`config.mk`:
```
export PLATFORM = sky130hd
export DESIGN_NAME = src_phase_sequencer_flat
export DESIGN_NICKNAME = d
export VERILOG_FILES = /design/src/rtl/src_phase_sequencer_if.sv /design/src/rtl/src_phase_sequencer.sv /design/src/flat_wrapper.sv
export SDC_FILE = /design/constraint.sdc
export NUM_CORES = 1
export LEC_CHECK = 0
export BUFFER_PORTS_ARGS = -buffer_cell sky130_fd_sc_hd__buf_2
export CELL_PAD_IN_SITES_DETAIL_PLACEMENT = 1
export CELL_PAD_IN_SITES_GLOBAL_PLACEMENT = 2
export CORE_ASPECT_RATIO = 2
export CORE_MARGIN = 3
export CORE_UTILIZATION = 33
export CTS_CLUSTER_DIAMETER = 100
export CTS_CLUSTER_SIZE = 24
export DETAILED_ROUTE_END_ITERATION = 10
export PLACE_DENSITY = 0.86
export SLEW_MARGIN = 20
export SYNTH_ARGS = -nofsm -noshare
export SYNTH_HDL_FRONTEND = slang
export SYNTH_SLANG_ARGS = --single-unit
```
`constraint.sdc`:
```
create_clock -name clk -period 4.2 [get_ports clk]
set_clock_uncertainty 0.2 [all_clocks]
set_input_delay 1.26 -clock clk [delete_from_list [all_inputs] [get_ports clk]]
set_output_delay 1.26 -clock clk [all_outputs]
set_load 0.02 [all_outputs]
```
`src/rtl/src_phase_sequencer_if.sv`:
```
// Control-side bundle for the source-phase sequencer: instruction inputs,
// stall/flush controls and the timing-step outputs.
interface src_phase_sequencer_if #(
  parameter int NUM_STEPS = 8,
  parameter int OPCODE_W  = 6,
  parameter int RETIRE_W  = 16
);
  localparam int STEP_W = $clog2(NUM_STEPS);

  logic [OPCODE_W-1:0]  opcode;
  logic [1:0]           modebits;
  logic                 stall;
  logic                 flush;
  logic [NUM_STEPS-1:0] T;
  logic [STEP_W-1:0]    step;
  logic                 last_step;
  logic                 instr_done;
  logic [RETIRE_W-1:0]  retired;

  modport master (
    output opcode, modebits, stall, flush,
    input  T, step, last_step, instr_done, retired
  );

  modport slave (
    input  opcode, modebits, stall, flush,
    output T, step, last_step, instr_done, retired
  );
endinterface

```
`src/rtl/src_phase_sequencer.sv`:
```
// One-hot timing-step generator whose wrap point is decoded per instruction
// from opcode/addressing mode, with stall, flush, completion pulse and retire count.
module src_phase_sequencer #(
  parameter int NUM_STEPS = 8,
  parameter int OPCODE_W  = 6,
  parameter int RETIRE_W  = 16
) (
  input  logic                   clk,
  input  logic                   rst_n,
  src_phase_sequencer_if.slave   bus
);
  localparam int STEP_W   = $clog2(NUM_STEPS);
  localparam int MAX_STEP = NUM_STEPS - 1;

  logic [STEP_W-1:0]    r_step;
  logic [OPCODE_W-1:0]  r_opcode;
  logic [1:0]           r_mode;
  logic                 r_instr_done;
  logic [RETIRE_W-1:0]  r_retired;

  logic [OPCODE_W-1:0]  w_dec_opcode;
  logic [1:0]           w_dec_mode;
  logic [STEP_W-1:0]    w_term;
  logic                 w_at_t0;
  logic                 w_illegal;
  logic                 w_last_step;
  logic [NUM_STEPS-1:0] w_t;

  function automatic int raw_term(input logic [OPCODE_W-1:0] op, input logic [1:0] mode);
    int r;
    r = 4;
    case (mode)
      2'b00, 2'b01: r = 2;
      2'b11:        r = 4;
      default: begin
        case (int'(op))
          'h00, 'h01, 'h08, 'h09, 'h0A, 'h0B, 'h20, 'h21, 'h22: r = 3;
          'h10, 'h11, 'h12, 'h15, 'h2A, 'h33:                   r = 2;
          default:                                             r = 4;
        endcase
      end
    endcase
    return r;
  endfunction

  // At T0 the instruction has not been latched yet, so decode from the live bus.
  assign w_at_t0      = (r_step == '0);
  assign w_dec_opcode = w_at_t0 ? bus.opcode   : r_opcode;
  assign w_dec_mode   = w_at_t0 ? bus.modebits : r_mode;

  always_comb begin
    int t;
    t = raw_term(w_dec_opcode, w_dec_mode);
    if (t > MAX_STEP) t = MAX_STEP;
    w_term = STEP_W'(t);
  end

  assign w_illegal   = (int'(r_step) > MAX_STEP);
  assign w_last_step = (r_step == w_term);

  always_comb begin
    // NOTE: default every bit first so the loop can never leave a bit unassigned (no latch).
    w_t = '0;
    for (int i = 0; i < NUM_STEPS; i++) begin
      w_t[i] = (int'(r_step) == i);
    end
  end

  // Priority: flush, then stall, then illegal-step recovery, then wrap or advance.
  always_ff @(posedge clk or negedge rst_n) begin
    if (!rst_n) begin
      r_step       <= '0;
      r_opcode     <= '0;
      r_mode       <= 2'b00;
      r_instr_done <= 1'b0;
      r_retired    <= '0;
    end else begin
      // NOTE: non-blocking assignments so every register samples pre-edge values.
      r_instr_done <= 1'b0;
      if (bus.flush) begin
        r_step <= '0;
      end else if (!bus.stall) begin
        if (w_at_t0) begin
          r_opcode <= bus.opcode;
          r_mode   <= bus.modebits;
        end
        if (w_illegal) begin
          r_step <= '0;
        end else if (w_last_step) begin
          r_step       <= '0;
          r_instr_done <= 1'b1;
          r_retired    <= r_retired + RETIRE_W'(1);
        end else begin
          r_step <= r_step + STEP_W'(1);
        end
      end
    end
  end

  assign bus.T          = w_t;
  assign bus.step       = r_step;
  assign bus.last_step  = w_last_step;
  assign bus.instr_done = r_instr_done;
  assign bus.retired    = r_retired;
endmodule
```
`src/flat_wrapper.sv`:
```
// flat-port wrapper written by rule: the top's interface ports become plain ports
module src_phase_sequencer_flat 
#(
  parameter int NUM_STEPS = 8,
  parameter int OPCODE_W  = 6,
  parameter int RETIRE_W  = 16
)
  (clk, rst_n, bus_opcode, bus_modebits, bus_stall, bus_flush, bus_T, bus_step, bus_last_step, bus_instr_done, bus_retired);
  src_phase_sequencer_if #(.NUM_STEPS(NUM_STEPS), .OPCODE_W(OPCODE_W), .RETIRE_W(RETIRE_W)) bus_i ();
  input  logic clk;
  input  logic rst_n;
  input wire logic [$bits(bus_i.opcode)-1:0] bus_opcode;
  input wire logic [$bits(bus_i.modebits)-1:0] bus_modebits;
  input wire logic [$bits(bus_i.stall)-1:0] bus_stall;
  input wire logic [$bits(bus_i.flush)-1:0] bus_flush;
  output wire logic [$bits(bus_i.T)-1:0] bus_T;
  output wire logic [$bits(bus_i.step)-1:0] bus_step;
  output wire logic [$bits(bus_i.last_step)-1:0] bus_last_step;
  output wire logic [$bits(bus_i.instr_done)-1:0] bus_instr_done;
  output wire logic [$bits(bus_i.retired)-1:0] bus_retired;
  assign bus_i.opcode = bus_opcode;
  assign bus_i.modebits = bus_modebits;
  assign bus_i.stall = bus_stall;
  assign bus_i.flush = bus_flush;
  assign bus_T = bus_i.T;
  assign bus_step = bus_i.step;
  assign bus_last_step = bus_i.last_step;
  assign bus_instr_done = bus_i.instr_done;
  assign bus_retired = bus_i.retired;
  src_phase_sequencer #(.NUM_STEPS(NUM_STEPS), .OPCODE_W(OPCODE_W), .RETIRE_W(RETIRE_W)) u_core (.clk(clk), .rst_n(rst_n), .bus(bus_i));
endmodule
```
==> summary.txt, run 1 <==
Critical path
  • Slowest cell on crit path: or3_4
  • Reg2reg path depth: 12
  • Critical path class: input pin to primary output
  • R2R Path Start: u_core.bus.step[0]
  • Critical path capture point type: primary output
  • Reg-to-reg endpoint: u_core.bus.retired[1]
  • Crit path launch: bus_opcode[1]
  • Worst path max stage delay: 0.35 ns
  • Setup slack, reg-to-reg: 0.95 ns
  • Crit-path cells: buf_12 > nand2_4 > mux2_4 > and3_4 > a2bb2oi_4 > or3_4 > a22oi_4 > nor2_4 > buf_6
  • Crit path arrival time: 2.80 ns
  • CP required: 2.74 ns
  • Crit start category: input pin
  • Max Fanout on Critical Path: 5

Min path
  • Hold path depth: 1
  • Hold Path Sink: u_core.bus.retired[14]
  • Hold Path Origin: u_core.bus.retired[14]
  • Worst Hold Class: flop to flop

Die
  • Die Span X: 58.6 µm
  • Die height: 111 µm
  • Starting Density: 34.8%
  • Die area: 0.00651 mm²
  • Core area: 0.00523 mm²
  • Ports: 41
  • Core Rows: 37

Logic synthesis
  • Post-synthesis net count: 202
  • Synth area leader: dfrtp_1
  • Synth area leaders: dfrtp_1 (38%), xor2_1 (7.2%), ha_1 (4.8%)
  • Number of synthesized flops with an enable pin: 0
  • Synth async-reset ratio: 100%
  • Number of library cell types mapped by synthesis: 46
  • Ys Warns: 0
  • Syn Area/Cell: 9.96 µm²
  • Yosys top cell area share: 38.4%
  • Most common cell in the netlist: dfrtp_1
  • Sequential cell area fraction in the yosys report: 38.4%
  • Ys flop type: dfrtp_1
  • Cell count after synthesis: 183
  • Yosys reg bits: 28
  • Synth Cell Area: 0.00182 mm²
  • Commonest cells in the netlist: dfrtp_1 (28), nor2_1 (17), xor2_1 (15), nand2_1 (14), nor3_1 (8)

STA
  • Slew Viols, Final: 0
  • Final hold viol count: 0
  • Period utilisation layout: 101%
  • Endpoints failing setup: 1
  • Relative slew slack: 52.0%
  • RSZ-0062 raised after global routing: yes
  • Tmin final: 4.26 ns
  • Total Negative Setup Slacks: -0.0593 ns
  • Worst-Margin Slew: 0.717 ns
  • Max Fclk: 235 MHz
  • Final worst setup slack: -0.0593 ns

Run
  • Max-Cap Viols: 0

Clock tree
  • H-tree Lvls: 1
  • CTS root buf: clkbuf_8
  • Clk sink count: 28
  • Clock buffer depth: 2
  • CTS tree: done
  • Hold-fix buffer count after cts: 0
  • Num CTS Buffers: 3
  • Clk pin slew, worst setup/hold paths: 0.10 ns
  • Worst-Skew Late Latency: 0.27 ns

Detailed routing
  • Vias/cell: 5.45
  • DRT iter0 DRCs: 23
  • WL per Instance: 17.8 µm
  • Via Count: 1571
  • Antenna viol nets, final: 0
  • DRC viols: 0
  • Routed WL: 5.13 mm
  • Router iterations before antenna repair: 3

Global routing
  • Largest net degree at the start of global routing: 29
  • Vias in the first global route: 1786
  • All-Layer GR Usage: 16.5%
  • Initial antenna violation count: 0
  • First-pass GRT wire length: 8.54 mm
  • Gr ovfl total: 0

Place
  • HPWL after DPL: 4.07 mm
  • Placed instance count: 283
  • Placed Area: 0.00214 mm²
  • I/O Buffers: 40
  • Gpl congestion: 0.872

Layout
  • Fillers: 625
  • # diodes: 0
  • Fraction of layout cells with a size suffix above 1: 37.0%
  • Final nets: 250
  • Area growth, synth to finish: 27.1%
  • Non-Filler Instances: 288
  • Core Util, Final: 44.3%
  • Fin area: 0.00232 mm²

Status
  • Status: complete, but fails checks
  • Failing checks: setup timing

Pwr
  • LEAKAGE: 1.13 nW
  • Pwr dens: 363 mW/mm²
  • Worst ir drop on vdd: 0.000177 V
layout make-up:
class	count	area, µm²	share of cell area (%)
clock buffers	3	41.3	1.78
multi-input cells	139	1120	48.4
repair buffers	52	318	13.7
flip-flops and latches	28	702	30.3
clock inverters	1	30.0	1.30
inverters	7	31.3	1.35
well taps	58	72.6	3.13
routing by layer:
layer,vias to the layer above,share of wire [%],global-route usage (%)
met5,-,0,0
met4,0,2.6,6.04
met1,797,34,16.2
met3,8,2.3,1.05
met2,23,61,33.2
li1,743,-,-
worst max-delay path: cells and delay by family:
| family | cells | cell delay [ns] |
|---|---|---|
| buf+inv | 2 | 0.22 |
| compound gates | 2 | 0.37 |
| mux | 1 | 0.28 |
| simple gates | 4 | 0.65 |
worst max path at each step:
| stage | slack (ns) | end |
|---|---|---|
| finish | -0.06 | bus_last_step |
| global route | -0.11 | bus_last_step |
| CTS | -0.08 | bus_last_step |
| detailed placement | -0.15 | bus_last_step |
| global placement | -0.11 | bus_last_step |
| floorplan | -0.006 | bus_last_step |
power breakdown:
part           internal, W  total (W)  leakage, nW  switching, W
combinational     0.000126   0.000281        0.722      0.000155
clock             0.000128   0.000216       0.0357     0.0000885
sequential        0.000302   0.000344        0.369     0.0000419
through the flow:
stage	setup slack [ns]	total power [W]	hold slack [ns]
2_1_floorplan	-0.00613	0.000519	0.295
3_3_place_gp	-0.105	0.000603	0.275
3_5_place_dp	-0.148	0.000610	0.287
4_1_cts	-0.0755	0.000841	0.304
5_1_grt	-0.113	0.000886	0.336
6_report	-0.0593	0.000842	0.301
cells by family (layout without fill, tap and decap cells):
logic type,Yosys count,in the layout,synth area share (%)
adders and majority gates,7,7,4.80
buffers and inverters,16,63,4.60
AOI/OAI and AO/OA,20,20,9.13
DFF,28,28,38.4
xor gates and xnor gates,16,16,7.69
and+or+nand+nor,83,83,26.4
muxes,13,13,8.99
layout by cell type, fill, tap and decap left out, types with 2 or more instances in the layout:
| cell | instances |
|---|---|
| nor2_1 | 16 |
| buf_2 | 37 |
| nor4_1 | 6 |
| a31oi_1 | 2 |
| nor4b_1 | 2 |
| mux2_4 | 3 |
| clkbuf_8 | 3 |
| buf_4 | 12 |
| o2111ai_1 | 2 |
| mux2i_1 | 3 |
| nor2b_1 | 5 |
| inv_1 | 6 |
| ha_1 | 6 |
| o21ai_0 | 3 |
| and3_1 | 2 |
| nand2_1 | 13 |
| nor4_2 | 2 |
| mux2_2 | 5 |
| nor3_1 | 8 |
| nand3_1 | 7 |
| nand4_1 | 7 |
| buf_6 | 2 |
| a21oi_1 | 5 |
| and2_1 | 3 |
| mux2i_4 | 2 |
| dfrtp_1 | 27 |
| xor2_1 | 15 |
registers in the layout, summed over array words and instances, names as in the netlist:
signal / flops
u_core.bus.instr_done: 1
u_core.bus.retired: 16
u_core.bus.step: 3
u_core.r_mode: 2
u_core.r_opcode: 6
repair_timing:
| item | 4_1_cts | 5_1_grt |
|---|---|---|
| setup buffers | 1 | 0 |
| gates resized for setup | 12 | 7 |
| pin swaps | 6 | 2 |
| setup endpoints to repair | 1 | 1 |
Power figures use the tool's default switching activity.
==> run 2: changes to the inputs <==
--- a/config.mk
+++ b/config.mk
@@ -15,6 +15,7 @@
 export CTS_CLUSTER_SIZE = 24
 export DETAILED_ROUTE_END_ITERATION = 10
 export PLACE_DENSITY = 0.86
+export SKIP_CTS_REPAIR_TIMING = 1
 export SLEW_MARGIN = 20
 export SYNTH_ARGS = -nofsm -noshare
 export SYNTH_HDL_FRONTEND = slang
==> run 2 against run 1 <==
- the flow still finishes with violations (setup timing)
- sequential power about the same
- sequential share of layout area up 0.66 points
- count of clock-buffer cells in the layout unchanged
- register-to-register slack worse by 0.13 ns
- highest routed layer unchanged
- largest cell class unchanged
- cell area down 2.3%
- first-iteration DRC count up 8.7%
- combinational power down 4%
==> summary.txt, run 2 (synthesized netlist as in run 1, its figures left out) <==
Status
  • Status: complete, but fails checks
  • Failing checks: setup timing

Clock tree
  • CTS root buf: clkbuf_8
  • CTS tree: done
  • Worst-Skew Late Latency: 0.27 ns
  • Clk sink count: 28
  • H-tree Lvls: 1
  • Clock buffer depth: 2
  • Num CTS Buffers: 3
  • Clk pin slew, worst setup/hold paths: 0.10 ns

Pwr
  • Clock share of power: 26.1%
  • Sw Pwr: 0.000280 W
  • Gate power share: 32.5%
  • Reg power frac: 41.4%
  • Pwr dens: 366 mW/mm²
  • Worst ir drop on vdd: 0.000175 V
  • Design Power: 0.000828 W
  • Switch share: 33.8%
  • LEAKAGE: 1.12 nW
  • Internal power: 0.000548 W

Global routing
  • Vias in the first global route: 1791
  • Initial antenna violation count: 0
  • All-Layer GR Usage: 16.4%
  • Largest net degree at the start of global routing: 29
  • Gr ovfl total: 0
  • First-pass GRT wire length: 8.46 mm

Layout
  • Fillers: 632
  • Area of the multi-input gates: 0.00108 mm²
  • Fraction of layout cells with a size suffix above 1: 35.7%
  • Fin area: 0.00226 mm²
  • Area growth, synth to finish: 24.2%
  • Most frequent cells in the layout: buf_2 (37), dfrtp_1 (28), nor2_1 (16)
  • Final nets: 250
  • Reg area: 701 µm²
  • Commonest non-fill, non-tap cell in the layout: buf_2
  • Largest register FFs: 16
  • # diodes: 0

STA
  • Slew Viols, Final: 0
  • Period utilisation layout: 102%
  • Tmin final: 4.29 ns
  • Final worst setup slack: -0.0859 ns
  • Relative slew slack: 49.9%
  • Final hold viol count: 0
  • Worst-Margin Slew: 0.748 ns
  • RSZ-0062 raised after global routing: yes
  • Max Fclk: 233 MHz
  • Endpoints failing setup: 1

Min path
  • Hold path depth: 1
  • Hold Path Sink: u_core.bus.retired[14]
  • Hold Path Origin: u_core.bus.retired[14]
  • Worst Hold Class: flop to flop

Die
  • Core area: 0.00523 mm²
  • Ports: 41
  • Die Span X: 58.6 µm
  • Starting Density: 34.8%
  • Core Rows: 37
  • Die area: 0.00651 mm²
  • Die height: 111 µm

Detailed routing
  • WL per Instance: 17.8 µm
  • DRC viols: 0
  • Routed WL: 5.14 mm
  • DRT iter0 DRCs: 25
  • Antenna viol nets, final: 0
  • Via Count: 1574
  • Vias/cell: 5.47
  • Router iterations before antenna repair: 3

Critical path
  • Reg2reg path depth: 13
  • Critical path class: input pin to primary output
  • R2R Path Start: u_core.bus.step[0]
  • Setup slack, reg-to-reg: 0.82 ns
  • Crit start category: input pin
  • CP required: 2.74 ns
  • Critical path capture point type: primary output
  • Crit path arrival time: 2.83 ns
  • Reg-to-reg endpoint: u_core.bus.retired[1]
  • Max Fanout on Critical Path: 5

Place
  • Pre-CTS setup slack: -0.148 ns
  • I/O Buffers: 40
  • Placed Area: 0.00214 mm²
  • Gpl congestion: 0.872
  • HPWL after DPL: 4.07 mm

Run
  • Max-Cap Viols: 0
-- run 2: cell counts in the layout (fill, tap and decap cells not counted) --
No cell type changed its count.
-- run 2: per-layer routing --
metal	vias up	part of all wire, %	GRT usage [%]
li1	746	-	-
met1	797	34	15.9
met2	23	61	33.0
met3	8	2.1	1.05
met4	0	2.5	6.04
met5	-	0	0
-- run 2: final cells by class --
| class | count | area share (%) |
|---|---|---|
| Inverter | 7 | 1.38 |
| Timing Repair Buffer | 52 | 13.7 |
| Multi-Input combinational cell | 139 | 47.7 |
| Tap cell | 58 | 3.21 |
| Sequential cell | 28 | 31.0 |
| Clock buffer | 3 | 1.82 |
| Clock inverter | 1 | 1.33 |
-- run 2: critical path: stages --
cell	delay [ns]
buf_6	0.10
nand2_2	0.06
mux2_4	0.28
and3_4	0.18
a2bb2oi_2	0.14
or3_4	0.39
a22oi_4	0.21
nor2_4	0.06
buf_6	0.13
-- run 2: worst max-delay path by stage --
stage                        from  slack (ns)             to
detailed placement  bus_opcode[1]       -0.15  bus_last_step
global placement    bus_opcode[1]       -0.11  bus_last_step
floorplan           bus_opcode[1]      -0.006  bus_last_step
CTS                 bus_opcode[1]       -0.15  bus_last_step
global route        bus_opcode[4]       -0.13  bus_last_step
finish              bus_opcode[1]       -0.09  bus_last_step
-- run 2: metrics by stage --
step / cells / utilization, % / TNS (ns) / hold WS, ns
CTS: 287 / 42.3 / -0.153 / 0.304
global route: 288 / 43.3 / -0.126 / 0.336
global placement: 283 / 40.9 / -0.105 / 0.275
detailed placement: 283 / 40.9 / -0.148 / 0.287
floorplan: 183 / - / -0.00613 / 0.295
finish: 288 / 43.3 / -0.0859 / 0.300
-- run 2: power groups by stage --
stage          sequential, W  clock (W)  combinational (W)
6_report            0.000342   0.000216           0.000269
5_1_grt             0.000349   0.000229           0.000294
4_1_cts             0.000342   0.000222           0.000263
3_5_place_dp        0.000347          0           0.000262
3_3_place_gp        0.000346          0           0.000256
2_1_floorplan       0.000353          0           0.000166
==> run 3: changes to the inputs <==
==> constraint.sdc (replaced) <==
create_clock -name clk -period 4.2 [get_ports clk]
set_clock_uncertainty 0.2 [all_clocks]
set_input_delay 0.84 -clock clk [delete_from_list [all_inputs] [get_ports clk]]
set_output_delay 0.84 -clock clk [all_outputs]
set_load 0.02 [all_outputs]
==> run 3 against run 2 <==
- the run now ends clean
- sequential power barely moved
- cell area down 5.9%
- largest cell class unchanged
- die area did not move
- critical path depth rose by 2
- critical path type is now flop to primary output
- combinational power is 9.7% lower
==> summary.txt, run 3 (synthesized netlist as in run 1, its figures left out) <==
Pwr
  • Internal power: 0.000528 W
  • Clock share of power: 26.3%
  • Gate power share: 30.6%
  • LEAKAGE: 1.06 nW
  • Pwr dens: 374 mW/mm²
  • Reg power frac: 43.2%
  • Sw Pwr: 0.000268 W
  • Switch share: 33.6%
  • Design Power: 0.000796 W
  • Worst ir drop on vdd: 0.000173 V

Run
  • Max-Cap Viols: 0

Detailed routing
  • Via Count: 1505
  • DRT iter0 DRCs: 10
  • WL per Instance: 17.9 µm
  • Router iterations before antenna repair: 3
  • Routed WL: 4.98 mm
  • Antenna viol nets, final: 0
  • Vias/cell: 5.41
  • DRC viols: 0

Critical path
  • Critical path capture point type: primary output
  • Slowest cell on crit path: dfrtp_1
  • Crit start category: flop
  • Largest delay contributor family on the critical path: simple AND/OR/NAND/NOR gates
  • Sum of buffers and inverters on the critical path: 3
  • CP required: 3.16 ns
  • Worst path max stage delay: 0.42 ns
  • Critical path class: flop to primary output
  • Max Fanout on Critical Path: 12
  • Crit path arrival time: 2.92 ns
  • Crit-path cells: inv_1 > ha_1 > nand2b_4 > inv_6 > mux2i_4 > nor3b_1 > a2bb2oi_2 > or3_4 > a22oi_4 > nor2_1 > buf_2

Global routing
  • Initial antenna violation count: 0
  • Largest net degree at the start of global routing: 29
  • GRT busiest layer: met2
  • Gr ovfl total: 0
  • Vias in the first global route: 1625
  • Met3 Usage GRT: 1.28%
  • GR Util met1: 15.4%
  • All-Layer GR Usage: 16.2%
  • Met2 Use GR: 32.3%
  • First-pass GRT wire length: 8.16 mm

Layout
  • Final nets: 240
  • Fillers: 636
  • Most frequent cells in the layout: buf_2 (40), dfrtp_1 (28), nor2_1 (17)
  • Commonest non-fill, non-tap cell in the layout: buf_2
  • # diodes: 0
  • Core Util, Final: 40.7%
  • Fraction of layout cells with a size suffix above 1: 30.0%
  • Largest register FFs: 16
  • Fin area: 0.00213 mm²
  • Area growth, synth to finish: 16.8%

Die
  • Starting Density: 34.8%
  • Core area: 0.00523 mm²
  • Die area: 0.00651 mm²
  • Ports: 41
  • Core Rows: 37
  • Die Span X: 58.6 µm
  • Die height: 111 µm

STA
  • Tmin final: 3.96 ns
  • Hold WS: 0.304 ns
  • Max Fclk: 252 MHz
  • Worst-Margin Slew: 0.690 ns
  • Relative slew slack: 53.8%
  • Endpoints failing setup: 0
  • Total Negative Setup Slacks: 0 ns
  • Final hold viol count: 0
  • RSZ-0062 raised after global routing: no
  • Slew Viols, Final: 0
  • Period utilisation layout: 94.4%

Min path
  • Worst Hold Class: flop to flop

Clock tree
  • CTS tree: done
  • Clk sink count: 28
  • Clk pin slew, worst setup/hold paths: 0.09 ns
  • CTS root buf: clkbuf_8
  • Worst-Skew Late Latency: 0.27 ns
  • Num CTS Buffers: 3
  • Clock buffer depth: 2
  • H-tree Lvls: 1

Place
  • Gpl congestion: 0.865
  • Placed Area: 0.00206 mm²
  • HPWL after DPL: 4.01 mm
  • I/O Buffers: 40

Status
  • Status: complete, no violations
[run 3: cell count changes in the layout (fill, tap and decap cells not counted), sizes merged]
| cell | delta |
|---|---|
| buf | -10 |
[run 3: path summary, 6_finish.rpt]
check | from | slack (ns) | to | cells past startpoint
max reg2reg | u_core.bus.step[1] | 0.74 | u_core.bus.retired[1] | 12
max | u_core.bus.step[1] | 0.24 | bus_last_step | 11
max in group asynchronous | rst_n | 3.04 | u_core.bus.step[1] | 1
min | u_core.bus.retired[12] | 0.30 | u_core.bus.retired[12] | 1
min reg2reg | u_core.bus.retired[12] | 0.30 | u_core.bus.retired[12] | 1
min in group asynchronous | rst_n | 0.37 | u_core.bus.retired[3] | 1
[run 3: area by class of cell]
| class | count | area, µm² | area share (%) |
|---|---|---|---|
| multi-input cells | 139 | 1040 | 48.8 |
| clock inverters | 1 | 30.0 | 1.41 |
| well taps | 58 | 72.6 | 3.41 |
| flip-flops and latches | 28 | 701 | 32.9 |
| clock buffers | 3 | 41.3 | 1.94 |
| inverters | 7 | 31.3 | 1.47 |
| repair buffers | 42 | 215 | 10.1 |
[run 3: power groups by stage]
stage | sequential [W] | clock, W | combinational (W)
2_1_floorplan | 0.000353 | 0 | 0.000164
3_3_place_gp | 0.000346 | 0 | 0.000241
3_5_place_dp | 0.000349 | 0 | 0.000245
4_1_cts | 0.000343 | 0.000217 | 0.000247
5_1_grt | 0.000349 | 0.000229 | 0.000263
6_report | 0.000344 | 0.000209 | 0.000243
[run 3: worst register-to-register path, stage by stage, from the launching register on]
cell and delay, ns:
dfrtp_1 0.42, inv_1 0.20, ha_1 0.29, nand2b_4 0.16, inv_6 0.13, mux2i_4 0.28
nor3b_1 0.31, a2bb2oi_2 0.25, or3_4 0.19, a22oi_4 0.08, buf_4 0.22, nor3_2 0.30
mux2_4 0.33
[run 3: metal layers]
metal / routed length [µm] / share of wire (%)
met1: 1730 / 35
met2: 3000 / 60
met3: 116 / 2.3
met4: 136 / 2.7
met5: 0 / 0
[run 3: per-stage QoR]
| stage | setup WS, ns | cells |
|---|---|---|
| 2_1_floorplan | 0.619 | 183 |
| 3_3_place_gp | 0.641 | 274 |
| 3_5_place_dp | 0.493 | 274 |
| 4_1_cts | 0.191 | 278 |
| 5_1_grt | 0.0471 | 278 |
| 6_report | 0.236 | 278 |
